**src/rtl/sd_cmd_serial_host.sv**
```systemverilog
// rtl/sd_cmd_serial_host.sv - SD command-line engine: CRC7-framed 48-bit command out, optional 48-bit response in
//
// Ports:
//   i_clk, i_rst_n        system clock, synchronous active-low reset
//   i_sd_clk              divided SD clock, synchronous to i_clk
//   i_cmd_start           1-cycle request, accepted only while o_busy=0
//   i_cmd_index/arg       command index / argument, sampled on accept
//   i_rsp_en              expect a 48-bit short response, sampled on accept
//   i_cmd_i               CMD pad input
//   o_cmd_o, o_cmd_oe     CMD pad output value / output enable
//   o_busy, o_done        transaction in progress / 1-cycle completion pulse
//   o_rsp_index/arg       captured response bits [45:40] / [39:8]
//   o_timeout             no response start bit within RSP_TIMEOUT SD_CLK rises
//   o_crc_err             response CRC7 or end-bit error
//
// Optional feature: define SD_CMD_RSP_CRC_CHECK_EN to build the receive CRC7
// checker; without it o_crc_err is constant 0.
module sd_cmd_serial_host #(
    parameter int RSP_TIMEOUT = 64,
    parameter int TO_W        = 8
) (
    input  logic        i_clk,
    input  logic        i_rst_n,
    input  logic        i_sd_clk,
    input  logic        i_cmd_start,
    input  logic [5:0]  i_cmd_index,
    input  logic [31:0] i_cmd_arg,
    input  logic        i_rsp_en,
    input  logic        i_cmd_i,
    output logic        o_cmd_o,
    output logic        o_cmd_oe,
    output logic        o_busy,
    output logic        o_done,
    output logic [5:0]  o_rsp_index,
    output logic [31:0] o_rsp_arg,
    output logic        o_timeout,
    output logic        o_crc_err
);

    typedef enum logic [1:0] {
        S_IDLE     = 2'd0,
        S_TX       = 2'd1,
        S_WAIT_RSP = 2'd2,
        S_RX       = 2'd3
    } state_t;

    localparam logic [TO_W-1:0] TO_LAST = TO_W'(RSP_TIMEOUT - 1);

    // Serial CRC7, polynomial x^7 + x^3 + 1.
    function automatic logic [6:0] crc7_step(input logic [6:0] crc, input logic d);
        logic fb;
        fb = d ^ crc[6];
        return {crc[5:0], 1'b0} ^ (fb ? 7'h09 : 7'h00);
    endfunction

    state_t         r_state,     w_state_nxt;
    logic           r_sclk_q;
    logic [39:0]    r_frame,     w_frame_nxt;
    logic           r_rsp_en,    w_rsp_en_nxt;
    logic [5:0]     r_bit_cnt,   w_bit_cnt_nxt;
    logic [6:0]     r_crc,       w_crc_nxt;
    logic [TO_W-1:0] r_to_cnt,   w_to_cnt_nxt;
    logic [46:0]    r_rsp_sr,    w_rsp_sr_nxt;
    logic           r_cmd_o,     w_cmd_o_nxt;
    logic           r_cmd_oe,    w_cmd_oe_nxt;
    logic           r_done,      w_done_nxt;
    logic [5:0]     r_rsp_index, w_rsp_index_nxt;
    logic [31:0]    r_rsp_arg,   w_rsp_arg_nxt;
    logic           r_timeout,   w_timeout_nxt;
    logic           r_crc_err,   w_crc_err_nxt;

    logic           w_rise;
    logic           w_fall;
    logic [47:0]    w_rx_full;
    logic           w_unused;

    assign w_rise = i_sd_clk & ~r_sclk_q;
    assign w_fall = ~i_sd_clk & r_sclk_q;

    // Complete response as it stands once the current CMD bit is shifted in;
    // the start bit is not stored, so bit 47 is never meaningful here.
    assign w_rx_full = {r_rsp_sr, i_cmd_i};

`ifdef SD_CMD_RSP_CRC_CHECK_EN
    assign w_unused = w_rx_full[47];
`else
    assign w_unused = ^{w_rx_full[47], w_rx_full[7:1]};
`endif

    always_comb begin
        w_state_nxt     = r_state;
        w_frame_nxt     = r_frame;
        w_rsp_en_nxt    = r_rsp_en;
        w_bit_cnt_nxt   = r_bit_cnt;
        w_crc_nxt       = r_crc;
        w_to_cnt_nxt    = r_to_cnt;
        w_rsp_sr_nxt    = r_rsp_sr;
        w_cmd_o_nxt     = r_cmd_o;
        w_cmd_oe_nxt    = r_cmd_oe;
        w_done_nxt      = 1'b0;
        w_rsp_index_nxt = r_rsp_index;
        w_rsp_arg_nxt   = r_rsp_arg;
        w_timeout_nxt   = r_timeout;
        w_crc_err_nxt   = r_crc_err;

        case (r_state)
            S_IDLE: begin
                if (i_cmd_start) begin
                    w_frame_nxt     = {1'b0, 1'b1, i_cmd_index, i_cmd_arg};
                    w_rsp_en_nxt    = i_rsp_en;
                    w_bit_cnt_nxt   = 6'd0;
                    w_crc_nxt       = 7'd0;
                    w_to_cnt_nxt    = '0;
                    w_rsp_index_nxt = 6'd0;
                    w_rsp_arg_nxt   = 32'd0;
                    w_timeout_nxt   = 1'b0;
                    w_crc_err_nxt   = 1'b0;
                    w_state_nxt     = S_TX;
                end
            end

            S_TX: begin
                if (w_fall) begin
                    if (r_bit_cnt < 6'd40) begin
                        w_cmd_o_nxt   = r_frame[39];
                        w_cmd_oe_nxt  = 1'b1;
                        w_crc_nxt     = crc7_step(r_crc, r_frame[39]);
                        w_frame_nxt   = {r_frame[38:0], 1'b0};
                        w_bit_cnt_nxt = r_bit_cnt + 6'd1;
                    end else if (r_bit_cnt < 6'd47) begin
                        // CRC register is shifted out MSB-first and left at zero.
                        w_cmd_o_nxt   = r_crc[6];
                        w_crc_nxt     = {r_crc[5:0], 1'b0};
                        w_bit_cnt_nxt = r_bit_cnt + 6'd1;
                    end else if (r_bit_cnt == 6'd47) begin
                        w_cmd_o_nxt   = 1'b1;
                        w_bit_cnt_nxt = r_bit_cnt + 6'd1;
                    end else begin
                        // End bit has had its full SD_CLK low+high period.
                        w_cmd_o_nxt  = 1'b1;
                        w_cmd_oe_nxt = 1'b0;
                        if (r_rsp_en) begin
                            w_to_cnt_nxt = '0;
                            w_state_nxt  = S_WAIT_RSP;
                        end else begin
                            w_done_nxt  = 1'b1;
                            w_state_nxt = S_IDLE;
                        end
                    end
                end
            end

            S_WAIT_RSP: begin
                if (w_rise) begin
                    if (!i_cmd_i) begin
                        w_bit_cnt_nxt = 6'd1;
                        w_crc_nxt     = 7'd0;
                        w_state_nxt   = S_RX;
                    end else if (r_to_cnt == TO_LAST) begin
                        w_timeout_nxt = 1'b1;
                        w_done_nxt    = 1'b1;
                        w_state_nxt   = S_IDLE;
                    end else begin
                        w_to_cnt_nxt = r_to_cnt + TO_W'(1);
                    end
                end
            end

            S_RX: begin
                if (w_rise) begin
                    w_rsp_sr_nxt = w_rx_full[46:0];
`ifdef SD_CMD_RSP_CRC_CHECK_EN
                    // Counts 1..39 carry response bits 46..8; the start bit
                    // (0) would leave a zero-initialised CRC unchanged.
                    if (r_bit_cnt <= 6'd39) begin
                        w_crc_nxt = crc7_step(r_crc, i_cmd_i);
                    end
`endif
                    if (r_bit_cnt == 6'd47) begin
                        w_rsp_index_nxt = w_rx_full[45:40];
                        w_rsp_arg_nxt   = w_rx_full[39:8];
`ifdef SD_CMD_RSP_CRC_CHECK_EN
                        w_crc_err_nxt   = (w_rx_full[7:1] != r_crc) | ~w_rx_full[0];
`endif
                        w_done_nxt      = 1'b1;
                        w_state_nxt     = S_IDLE;
                    end else begin
                        w_bit_cnt_nxt = r_bit_cnt + 6'd1;
                    end
                end
            end

            default: w_state_nxt = S_IDLE;
        endcase
    end

    always_ff @(posedge i_clk) begin
        if (!i_rst_n) begin
            r_state     <= S_IDLE;
            r_sclk_q    <= 1'b0;
            r_frame     <= 40'd0;
            r_rsp_en    <= 1'b0;
            r_bit_cnt   <= 6'd0;
            r_crc       <= 7'd0;
            r_to_cnt    <= '0;
            r_rsp_sr    <= 47'd0;
            r_cmd_o     <= 1'b1;
            r_cmd_oe    <= 1'b0;
            r_done      <= 1'b0;
            r_rsp_index <= 6'd0;
            r_rsp_arg   <= 32'd0;
            r_timeout   <= 1'b0;
            r_crc_err   <= 1'b0;
        end else begin
            r_state     <= w_state_nxt;
            r_sclk_q    <= i_sd_clk;
            r_frame     <= w_frame_nxt;
            r_rsp_en    <= w_rsp_en_nxt;
            r_bit_cnt   <= w_bit_cnt_nxt;
            r_crc       <= w_crc_nxt;
            r_to_cnt    <= w_to_cnt_nxt;
            r_rsp_sr    <= w_rsp_sr_nxt;
            r_cmd_o     <= w_cmd_o_nxt;
            r_cmd_oe    <= w_cmd_oe_nxt;
            r_done      <= w_done_nxt;
            r_rsp_index <= w_rsp_index_nxt;
            r_rsp_arg   <= w_rsp_arg_nxt;
            r_timeout   <= w_timeout_nxt;
            r_crc_err   <= w_crc_err_nxt;
        end
    end

    assign o_cmd_o     = r_cmd_o;
    assign o_cmd_oe    = r_cmd_oe;
    assign o_busy      = (r_state != S_IDLE);
    assign o_done      = r_done;
    assign o_rsp_index = r_rsp_index;
    assign o_rsp_arg   = r_rsp_arg;
    assign o_timeout   = r_timeout;
`ifdef SD_CMD_RSP_CRC_CHECK_EN
    assign o_crc_err   = r_crc_err;
`else
    assign o_crc_err   = 1'b0;
`endif

endmodule

```
**config.mk**
```make
export PLATFORM = sky130hd
export DESIGN_NAME = sd_cmd_serial_host
export DESIGN_NICKNAME = d
export VERILOG_FILES = /design/src/rtl/sd_cmd_serial_host.sv
export SDC_FILE = /design/constraint.sdc
export NUM_CORES = 1
export LEC_CHECK = 0
export CAP_MARGIN = 0
export CORE_ASPECT_RATIO = 0.5
export CORE_UTILIZATION = 41
export DETAILED_ROUTE_END_ITERATION = 10
export DONT_BUFFER_PORTS = 1
export GPL_TIMING_DRIVEN = 0
export PLACE_DENSITY = 0.58
export SYNTH_ARGS = -nofsm -noshare
export SYNTH_HDL_FRONTEND = slang
export SYNTH_SLANG_ARGS = --single-unit
```
**constraint.sdc**
```tcl
create_clock -name i_clk -period 2.55 [get_ports i_clk]
set_input_delay 0.255 -clock i_clk [delete_from_list [all_inputs] [get_ports i_clk]]
set_output_delay 0.255 -clock i_clk [all_outputs]
set_load 0.1 [all_outputs]
```
Word level (Yosys, flattened, before mapping):

Cells that the tools add are included.

* register bits after elaboration: 152
* input bits: 44
* word-level logic and storage cells: 138

* add/sub/neg operators: 2
* $lt $le $gt $ge: 2
* equality and inequality tests: 25
* multiplexer cells: 72
* bitwise logic cells: 6
* reductions and logical operators: 17

Operators with widths (count)
* 40-bit two-way mux: 3
* 32-bit two-way mux: 3
* 40-bit case mux with 2 select lines: 1
* 8-bit two-way mux: 9
* 6-bit two-way mux: 11
* 32-bit case mux with 2 select lines: 1
* 7-bit two-way mux: 6
* 2-bit inequality test, second input constant: 17
* 6-bit case mux with 4 select lines: 1
* 8-bit case mux with 3 select lines: 1
* 2-bit two-way mux: 11
* 7-bit case mux with 3 select lines: 1
* 1-bit two-way mux: 19
* 6-bit less-than comparator, second input constant: 2
* 6-bit case mux with 2 select lines: 1
* 4-bit AND reduction: 3
* 10-bit AND reduction: 1
* 9-bit AND reduction: 1
* 8-bit by 1-bit adder with 8-bit output, second input constant: 1
* 8-bit by 6-bit equality test with 1-bit output, second input constant: 1
* 2-bit case mux with 4 select lines: 1
* 2-bit nonzero test: 4
* 7-bit AND reduction: 1
* 7-bit by 4-bit XOR with 7-bit output: 1
* 17 further kinds: 23

Logic depth before layout (Yosys ltp):

Gate-level depths: netlist of run 1.

* depth in word-level cells: 6
* depth in mapped cells: 7

Worst setup path after synthesis of run 1:

No wires, ideal clock.

* path kind: flip-flop to flip-flop
* start: reg r_to_cnt[0]
* end: reg r_state[0]
* setup time: 103 ps
* data arrival time: 1707 ps
* data required time: 2447 ps
* setup slack: 740 ps
* cell stages (with the launch flop): 7
* buffers on the path: 1
* cells stage by stage: dfxtp_1 ha_1 nand3_2 or4_4 buf_6 and3_4 a2111oi_2

* longest elaborated chain between the ends: 3

RTL lines
* start, declared: RTL line 62 `logic [TO_W-1:0] r_to_cnt, w_to_cnt_nxt;`
* start signal, assigned: RTL line 221 `r_to_cnt <= w_to_cnt_nxt;`
* 8-bit by 6-bit equality test with 1-bit output: RTL line 159 `end else if (r_to_cnt == TO_LAST) begin`
* 3-bit inequality test (no source line)
* 9-bit AND reduction (no source line)
* end signal, assigned: RTL line 215 `r_state <= w_state_nxt;`
* end, declared: RTL line 56 `state_t r_state, w_state_nxt;`

Every way passes these cells.
A chain may end at the register's enable or synchronous reset.

Worst setup path in the final report of run 1:

* start: reg r_bit_cnt[3]
* end: reg r_frame[4]

* longest elaborated chain between the ends: 3

RTL lines
* start, declared: RTL line 60 `logic [5:0] r_bit_cnt, w_bit_cnt_nxt;`
* start signal, assigned: RTL line 219 `r_bit_cnt <= w_bit_cnt_nxt;`
* 6-bit less-than comparator: RTL line 124 `if (r_bit_cnt < 6'd40) begin`
* 2-bit inequality test (no source line)
* 4-bit AND reduction (no source line)
* end signal, assigned: RTL line 217 `r_frame <= w_frame_nxt;`
* end, declared: RTL line 58 `logic [39:0] r_frame, w_frame_nxt;`

Every way passes these cells.

==> results of run 1 <==
## logic make-up after synthesis
logic type | Yosys count
AOI/OAI and AO/OA | 273
xor gates and xnor gates | 1
adders and majority gates | 2
buffers and inverters | 77
DFF | 152
muxes | 2
other | 1
and+or+nand+nor | 280
## synth_stat cells, drive strengths merged (4+ instances only)
cell,instances
a21oi,97
buf,28
clkbuf,44
o21a,6
a22oi,37
nor3,4
a211o,39
nor2b,4
nand2b,4
and3,6
nand4,7
o21ai,56
dfxtp,152
a31oi,18
inv,5
nand3,6
nand2,178
nor2,47
## state kept, by name (all words and copies together) (netlist names)
name         count
o_rsp_arg       32
r_sclk_q         1
o_cmd_o          1
r_to_cnt         8
r_state          2
o_done           1
r_rsp_en         1
r_crc            7
r_bit_cnt        6
o_cmd_oe         1
o_timeout        1
o_rsp_index      6
r_rsp_sr        45
r_frame         40
## power by group through the flow
| stage | Clock (uW) | Sequential [uW] | Combinational [uW] |
|---|---|---|---|
| after floorplan | 0 | 2490 | 236 |
| after global placement | 0 | 2500 | 311 |
| after detailed placement | 0 | 2500 | 315 |
| after CTS | 2560 | 2440 | 321 |
| after global routing | 2650 | 2450 | 356 |
| final | 2510 | 2440 | 321 |
## stage by stage
step / hold WS [ns] / std cells
6_report: 0.0668 / 1022
5_1_grt: 0.0821 / 1022
4_1_cts: 0.0630 / 1022
3_5_place_dp: 0.382 / 986
3_3_place_gp: 0.390 / 986
2_1_floorplan: 0.377 / 788
## per-layer routing
metal / GRT usage (%) / vias to the layer above / share of wire (%)
met5: 0 / - / 0
met4: 3.81 / 0 / 0.73
met3: 5.93 / 11 / 6.6
met2: 30.8 / 145 / 42
met1: 30.2 / 2754 / 50
li1: - / 2842 / -
## cell usage in the layout, fill, tap and decap left out, types with 4 or more instances in the layout
cell,count
a211o_1,39
a21oi_1,97
a22oi_1,37
a31oi_1,18
and3_1,4
buf_2,23
buf_4,4
clkbuf_1,44
clkbuf_16,17
clkinvlp_4,4
dfxtp_1,152
dlygate4sd3_1,4
inv_1,5
inv_6,4
inv_8,4
nand2_1,178
nand2b_1,4
nand3_1,5
nand4_1,7
nor2_1,47
nor2b_1,4
nor3_1,4
o21a_1,6
o21ai_0,55
## final cells by class
cell class                 count  area (sq um)  area share (%)
timing repair buffer           4          40.0           0.549
inverter                       5          18.8           0.257
buffer                        72           322            4.41
sequential                   152          3040            41.7
tap                          198           248            3.40
clock buffer                  17           425            5.84
multi-input combinational    559          3030            41.6
clock inverter                15           161            2.21
## worst max-delay path, cell delays in order (launching register included)
cell and delay [ns]:
dfxtp_1 0.45, o21ai_0 0.24, a21oi_1 0.49, buf_4 0.27, clkbuf_1 0.34, o21ai_0 0.14
a21oi_1 0.14
## final timing paths
check / start / to
max: r_bit_cnt[3]$_SDFFE_PN0P_ / r_frame[4]$_SDFFE_PN0P_
min reg2reg: r_rsp_sr[6]$_SDFFE_PN0P_ / r_rsp_sr[7]$_SDFFE_PN0P_
max reg2reg: r_bit_cnt[3]$_SDFFE_PN0P_ / r_frame[4]$_SDFFE_PN0P_
min: i_cmd_i / r_bit_cnt[0]$_SDFFE_PN0P_
==> flow_summary.toml, run 1 <==
[run_status]
run_status = "complete, no violations"

[cts]
cts_buffers = 17
cts_hold_buffers = 4
post_cts_buffers = 0
root_buffer = "clkbuf_16"
htree_levels = 4
cts.clk_slew.worst_paths_ns = 0.07
insertion_delay_ns = 0.42
cts_resized = 0
clock_path_buffers = 2
cts_tree = "done"
clock_sinks = 152

[synth]
synth-adder-area-share_pct = 0.390
synth_flop_cell = "dfxtp_1"
yosys_warnings = 0
synth_top_area_share_pct = 47.4
synth-edff-count = 0
synth.distinct_cells = 59
synth-xor-area-share_pct = 0.137
synth_area_leader_cell = "dfxtp_1"
synth_top_family_by_area = "compound AO/OA/AOI/OAI gates"
yosysSeqAreaShare_pct = 47.4
netlist_area_sq_mm = 0.00641
ys_ff_latch = 152
yosys.area_share.simple_pct = 19.3
async_flop_share_pct = 0
muxShareOfSynthArea_pct = 0.312
syn_nets = 834
synth.area.top_cells = "dfxtp_1, nand2_1, a21oi_1, a211o_1, a22oi_1"
synth.avg_cell_area_sq_um = 8.14
synth_compound_area_share_pct = 27.1
netlist_instances = 788

[power]
seq_power_share_pct = 46.4
pwr-share-clk_pct = 47.5
ir_drop_mv = 0.552
p_leak_uw = 0.00254
combPwrFrac_pct = 6.1
p_total_uw = 5270
p_sw_share_pct = 25.9
p_int_uw = 3910
power_density_mw_per_mm2 = 723
switchingPower_uw = 1360

[die]
rows = 31
start_util_pct = 43.2
die-area_sq_mm = 0.0162
dieWidth_um = 179
die_h_um = 90.5
ioPinCount = 88
core_area_sq_mm = 0.0149

[route]
antenna_left = 0
firstDrtPassIters = 5
avgViaCountPerCell = 5.63
detail_route.iter0.violations = 486
drc = 0
wl_mm = 16.6
vias = 5752
detail_route.wl_per_cell_um = 16.2

[place]
pre_cts_ws_ns = 0.424
post_dp_cell_area_sq_mm = 0.00666
portBuffers = 0
dpl.hpwl_mm = 11.3
place.gp.congestion = 0.794

[grt]
grt_first_pass_wirelength_mm = 27.1
grtUsageTotal_pct = 20.9
grt_overflow_total = 0
grt_start_max_net_pins = 17
grt_pass1_vias = 5166
antenna_found_initial = 0

[sta]
fin_ws_ns = 0.418
min_period_ns = 2.13
rsz0062_at_grt = "false"
setup_viol = 0
fin_setup_tns_ns = 0
tightest_slew_ns = 1.01
max_freq_mhz = 469
slew_headroom_pct = 32.4
drv_slew = 0
hold_violations = 0
fin_skew_ns = 0.0123
fin_crit_sh_pct = 83.6

[setup_path]
required_ns = 2.89
end_kind = "flop"
reg2reg_depth = 6
worstSetupPathType = "reg -> reg"
critPathLaunchType = "flop"
r2r_setup_slack_ns = 0.42
critPathArrivalTime_ns = 2.47
critPathMaxFanout = 10

[layout]
antenna_cells = 0
fill_cells = 1489
finalInstanceArea_sq_mm = 0.00729
area_delta_synth_final_pct = 13.6
nets = 857
drive_gt1_share_pct = 8.74
fin_util_pct = 49.1

[worst_hold_path]
hold_depth = 3
hold_class = "in -> reg"

[flow_run]
cap_violations = 0
Note: power is estimated with default switching activity, not from simulation.
==> run 2, diff against run 1 <==
--- a/config.mk
+++ b/config.mk
@@ -11,7 +11,7 @@
 export DETAILED_ROUTE_END_ITERATION = 10
 export DONT_BUFFER_PORTS = 1
 export GPL_TIMING_DRIVEN = 0
-export PLACE_DENSITY = 0.58
+export PLACE_DENSITY = 0.6
 export SYNTH_ARGS = -nofsm -noshare
 export SYNTH_HDL_FRONTEND = slang
 export SYNTH_SLANG_ARGS = --single-unit
==> constraint.sdc (replaced) <==
create_clock -name i_clk -period 1.87 [get_ports i_clk]
set_input_delay 0.187 -clock i_clk [delete_from_list [all_inputs] [get_ports i_clk]]
set_output_delay 0.187 -clock i_clk [all_outputs]
set_load 0.1 [all_outputs]
==> run 2 against run 1 <==
  * Critical path depth unchanged
  * Sequential cell count unchanged
  * Clock power up 36%
  * Global-route usage down 0.19 points
  * Worst setup slack worse by 0.37 ns
  * Largest cell class is now multi-input combinational cells
  * Cell count up 0.49%
  * Sequential power up 36%
  * Worst hold slack worse by 0.053 ns
  * Core utilization up 1.5 points
  * Fmax up 17%
==> flow_summary.toml, run 2 (same netlist as run 1, synthesis figures left out) <==
[run_status]
run_status = "complete, no violations"

[route]
drc = 0
detail_route.wl_per_cell_um = 16.2
antenna_left = 0
firstDrtPassIters = 5
detail_route.iter0.violations = 455
wl_mm = 16.7
vias = 5785
avgViaCountPerCell = 5.63

[setup_path]
end_kind = "flop"
critPathMaxFanout = 7
critPathArrivalTime_ns = 2.14
critPathLaunchType = "flop"
required_ns = 2.18
worstSetupPathType = "reg -> reg"

[cts]
cts_buffers = 17
clock_sinks = 152
cts.clk_slew.worst_paths_ns = 0.07
root_buffer = "clkbuf_16"
cts_tree = "done"
htree_levels = 4
clock_path_buffers = 2
insertion_delay_ns = 0.42

[sta]
tightest_slew_ns = 1.02
slew_headroom_pct = 32.0
setup_viol = 0
fin_crit_sh_pct = 97.6
drv_slew = 0
max_freq_mhz = 548
fin_ws_ns = 0.0455
fin_skew_ns = 0.0138
hold_violations = 0
min_period_ns = 1.82

[layout]
multi_input_area_sq_mm = 0.00315
drive_gt1_share_pct = 12.3
final_cell_mix = "nand2_1, dfxtp_1, a21oi_1"
regArea_sq_mm = 0.00305
nets = 862
largest_reg_flops = 45
area_delta_synth_final_pct = 17.1
antenna_cells = 0
layout.cells.most_common = "nand2_1"
finalInstanceArea_sq_mm = 0.00751
fill_cells = 1417
largest_register = "r_rsp_sr"

[grt]
grt_start_max_net_pins = 17
antenna_found_initial = 0
grt_pass1_vias = 5221
grtUsageTotal_pct = 20.7
grt_overflow_total = 0
grt_first_pass_wirelength_mm = 26.8

[place]
place.gp.congestion = 0.821
dpl.hpwl_mm = 11.2
portBuffers = 0
pre_cts_ws_ns = -0.215
post_dp_cell_area_sq_mm = 0.00666

[die]
die-area_sq_mm = 0.0162
core_area_sq_mm = 0.0149
start_util_pct = 43.2
ioPinCount = 88
die_h_um = 90.5
rows = 31
dieWidth_um = 179

[power]
power_density_mw_per_mm2 = 960
seq_power_share_pct = 46.2
p_leak_uw = 0.00262
p_int_uw = 5400
pwr-share-clk_pct = 47.3
switchingPower_uw = 1810
combPwrFrac_pct = 6.5
ir_drop_mv = 0.611
p_sw_share_pct = 25.1

[worst_hold_path]
hold_class = "in -> reg"

[flow_run]
cap_violations = 0
-- run 2: changes by cell type in the layout (fill, tap and decap cells not counted), moves of 5 or more --
cell      before  now
buf_2         23   11
buf_4          4   15
clkbuf_2       0    9
clkbuf_1      44   34
clkbuf_4       0    5
clkinv_4       0    5
-- run 2: timing repair --
action                     CTS  global route
setup buffers                1             4
setup endpoints to repair   63           132
cloned                       0             1
hold buffers                 5             0
pin swaps                    2             1
gates resized for setup     13            45
hold endpoints to repair     5             0
-- run 2: cell type report --
class,instances,share of cell area [%]
clock buffers,19,6.03
multi-input cells,559,41.9
repair buffers,11,1.32
flip-flops and latches,152,40.6
inverters,5,0.250
clock inverters,13,1.87
plain buffers,70,4.68
well taps,198,3.30
-- run 2: routing by layer --
metal	global-route usage [%]	vias to the layer above	share of wire, %
met5	0	-	0
met4	5.72	0	0.89
met3	4.84	19	5.6
met2	30.6	118	44
met1	29.8	2807	49
li1	-	2841	-
-- run 2: per-stage QoR --
stage	setup TNS (ns)	utilization [%]	cells	total power, uW	hold slack [ns]
after floorplan	0	-	788	3720	0.309
after global placement	-2.73	44.8	986	3830	0.317
after detailed placement	-3.51	44.8	986	3830	0.314
after CTS	-0.00450	49.5	1024	7260	0.00144
after global routing	-0.0270	50.6	1027	7470	0.0195
final	0	50.6	1027	7210	0.0136
-- run 2: final timing paths --
path,start,to,slack [ns],cells past startpoint
setup / recovery,r_to_cnt[0]$_SDFFE_PN0P_,r_state[0]$_SDFFE_PN0P_,0.05,6
hold / removal,i_cmd_arg[5],r_frame[5]$_SDFFE_PN0P_,0.01,3
setup reg to reg,r_to_cnt[0]$_SDFFE_PN0P_,r_state[0]$_SDFFE_PN0P_,0.05,6
hold reg to reg,r_rsp_sr[5]$_SDFFE_PN0P_,r_rsp_sr[6]$_SDFFE_PN0P_,0.46,2
-- run 2: critical path: stages (launching register included) --
cell	delay [ns]
dfxtp_4	0.37
ha_4	0.15
nand3_4	0.11
or4_4	0.50
buf_6	0.15
and3_4	0.18
a2111oi_4	0.25
-- run 2: power groups by stage --
stage | clock, uW | combinational, uW | sequential, uW
2_1_floorplan | 0 | 321 | 3400
3_3_place_gp | 0 | 422 | 3400
3_5_place_dp | 0 | 427 | 3410
4_1_cts | 3490 | 441 | 3330
5_1_grt | 3620 | 510 | 3340
6_report | 3410 | 465 | 3330
==> run 3, diff against run 2 <==
==> constraint.sdc (replaced) <==
create_clock -name i_clk -period 1.87 [get_ports i_clk]
set_input_delay 0.374 -clock i_clk [delete_from_list [all_inputs] [get_ports i_clk]]
set_output_delay 0.374 -clock i_clk [all_outputs]
set_load 0.1 [all_outputs]
==> run 3 against run 2 <==
  * Clock power about the same
  * Clock skew about the same
  * Worst hold slack better by 0.067 ns
  * Fmax decreased by 0.75%
  * Via count shrank 0.47%
  * Global-route usage about the same
  * Cell count shrank 0.49%
  * Combinational power shrank 2%
  * Worst setup slack got worse by 0.014 ns
  * Critical path depth decreased by 3
  * Non-clock buffer count decreased by 5
  * Count of clock-buffer cells in the layout stayed put
  * Critical path type is now reg -> out
  * Critical endpoint is now o_busy
  * Largest cell class unchanged
  * Highest routed layer unchanged
==> flow_summary.toml, run 3 (same netlist as run 1, synthesis figures left out) <==
[run_status]
run_status = "complete, no violations"

[power]
ir_drop_mv = 0.614
power_density_mw_per_mm2 = 964
p_leak_uw = 0.00259

[place]
portBuffers = 0
dpl.hpwl_mm = 11.2
place.gp.congestion = 0.821

[route]
wl_mm = 16.7
antenna_left = 0
drc = 0
detail_route.iter0.violations = 450
avgViaCountPerCell = 5.63
vias = 5758
detail_route.wl_per_cell_um = 16.4
firstDrtPassIters = 5

[sta]
min_period_ns = 1.84
tightest_slew_ns = 1.02
fin_skew_ns = 0.0136
hold_ws_ns = 0.0804
setup_viol = 0
fin_setup_tns_ns = 0
slew_headroom_pct = 31.9
hold_violations = 0
max_freq_mhz = 544
drv_slew = 0
fin_crit_sh_pct = 98.3

[setup_path]
critPathLaunchType = "flop"
critPathMaxFanout = 10
end_kind = "output port"
worstSetupPathType = "reg -> out"
required_ns = 1.50
rr_endpoint = "r_state[0]$_SDFFE_PN0P_"
critPathArrivalTime_ns = 1.46
reg2reg_depth = 6
r2r_setup_slack_ns = 0.05
r2r_start = "r_to_cnt[0]$_SDFFE_PN0P_"

[cts]
cts_tree = "done"
root_buffer = "clkbuf_16"
insertion_delay_ns = 0.42
cts_buffers = 17
htree_levels = 4
clock_sinks = 152
cts.clk_slew.worst_paths_ns = 0.06
clock_path_buffers = 2

[die]
die-area_sq_mm = 0.0162
start_util_pct = 43.2
die_h_um = 90.5
rows = 31
ioPinCount = 88
core_area_sq_mm = 0.0149
dieWidth_um = 179

[grt]
grt_start_max_net_pins = 17
grt_first_pass_wirelength_mm = 26.8
antenna_found_initial = 0
grt_pass1_vias = 5208
grt_overflow_total = 0
grtUsageTotal_pct = 20.7

[layout]
drive_gt1_share_pct = 12.4
area_delta_synth_final_pct = 16.5
antenna_cells = 0
layout.cells.most_common = "nand2_1"
nets = 857
fin_util_pct = 50.3
final_cell_mix = "nand2_1, dfxtp_1, a21oi_1"
largest_register = "r_rsp_sr"
largest_reg_flops = 45

[worst_hold_path]
hold_depth = 1
hp-start = "i_sd_clk"
min_to = "r_sclk_q$_SDFF_PN0_"
hold_class = "in -> reg"

[flow_run]
cap_violations = 0
==> run 3: worst max-delay path by stage <==
stage	from	end	slack, ns	depth (start not counted)
after floorplan	r_to_cnt[0]$_SDFFE_PN0P_	r_state[0]$_SDFFE_PN0P_	0.06	6
after global placement	r_bit_cnt[0]$_SDFFE_PN0P_	r_crc[3]$_SDFFE_PN0P_	-0.19	6
after detailed placement	r_bit_cnt[3]$_SDFFE_PN0P_	r_frame[7]$_SDFFE_PN0P_	-0.22	6
after CTS	r_state[0]$_SDFFE_PN0P_	r_rsp_sr[16]$_SDFFE_PN0P_	0.0002	6
after global routing	r_bit_cnt[0]$_SDFFE_PN0P_	o_rsp_index[5]$_SDFFE_PN0P_	-0.03	7
final	r_state[1]$_SDFFE_PN0P_	o_busy	0.03	3
==> run 3: area by class of cell <==
class / instances / area [sq um]
plain buffers: 71 / 367
repair buffers: 5 / 41.3
fillers: 1420 / 7380
inverters: 5 / 18.8
flip-flops and latches: 152 / 3060
clock inverters: 13 / 140
clock buffers: 19 / 453
multi-input cells: 559 / 3150
well taps: 198 / 248
==> run 3: worst max-delay path, cell delays in order, from the launching register on <==
cell and delay (ns):
dfxtp_4 0.37, buf_6 0.15, buf_8 0.15, or2_4 0.38
==> run 3: through the flow <==
| stage | setup WS, ns | total power, uW | std cells | instance area [sq um] |
|---|---|---|---|---|
| floorplan | 0.0600 | 3720 | 788 | 6410 |
| global placement | -0.193 | 3830 | 986 | 6660 |
| detailed placement | -0.215 | 3830 | 986 | 6660 |
| CTS | 0.000247 | 7250 | 1019 | 7320 |
| global route | -0.0295 | 7460 | 1022 | 7480 |
| finish | 0.0317 | 7200 | 1022 | 7480 |
==> run 3: layer usage <==
metal  routed length [um]  global-route usage (%)  vias up
met3                  900                    4.80       11
met4                  111                    5.86        0
met2                 7480                    30.5      124
met1                 8220                    29.7     2790
met5                    0                       0        -
li1                     -                       -     2833
==> run 3: repair_timing <==
item | in CTS | in global routing
gates cloned | 0 | 1
resized for setup | 16 | 45
endpoints found under the setup margin | 63 | 129
buffers inserted | 1 | 3
hold buffers | 0 | 0
pin swaps | 2 | 2
==> run 3: report_power, final <==
part	internal (uW)	leakage, uW	switching [uW]
clock network	1950	0.000294	1470
registers	3290	0.00123	40.3
logic	155	0.00107	301
total	5390	0.00259	1810
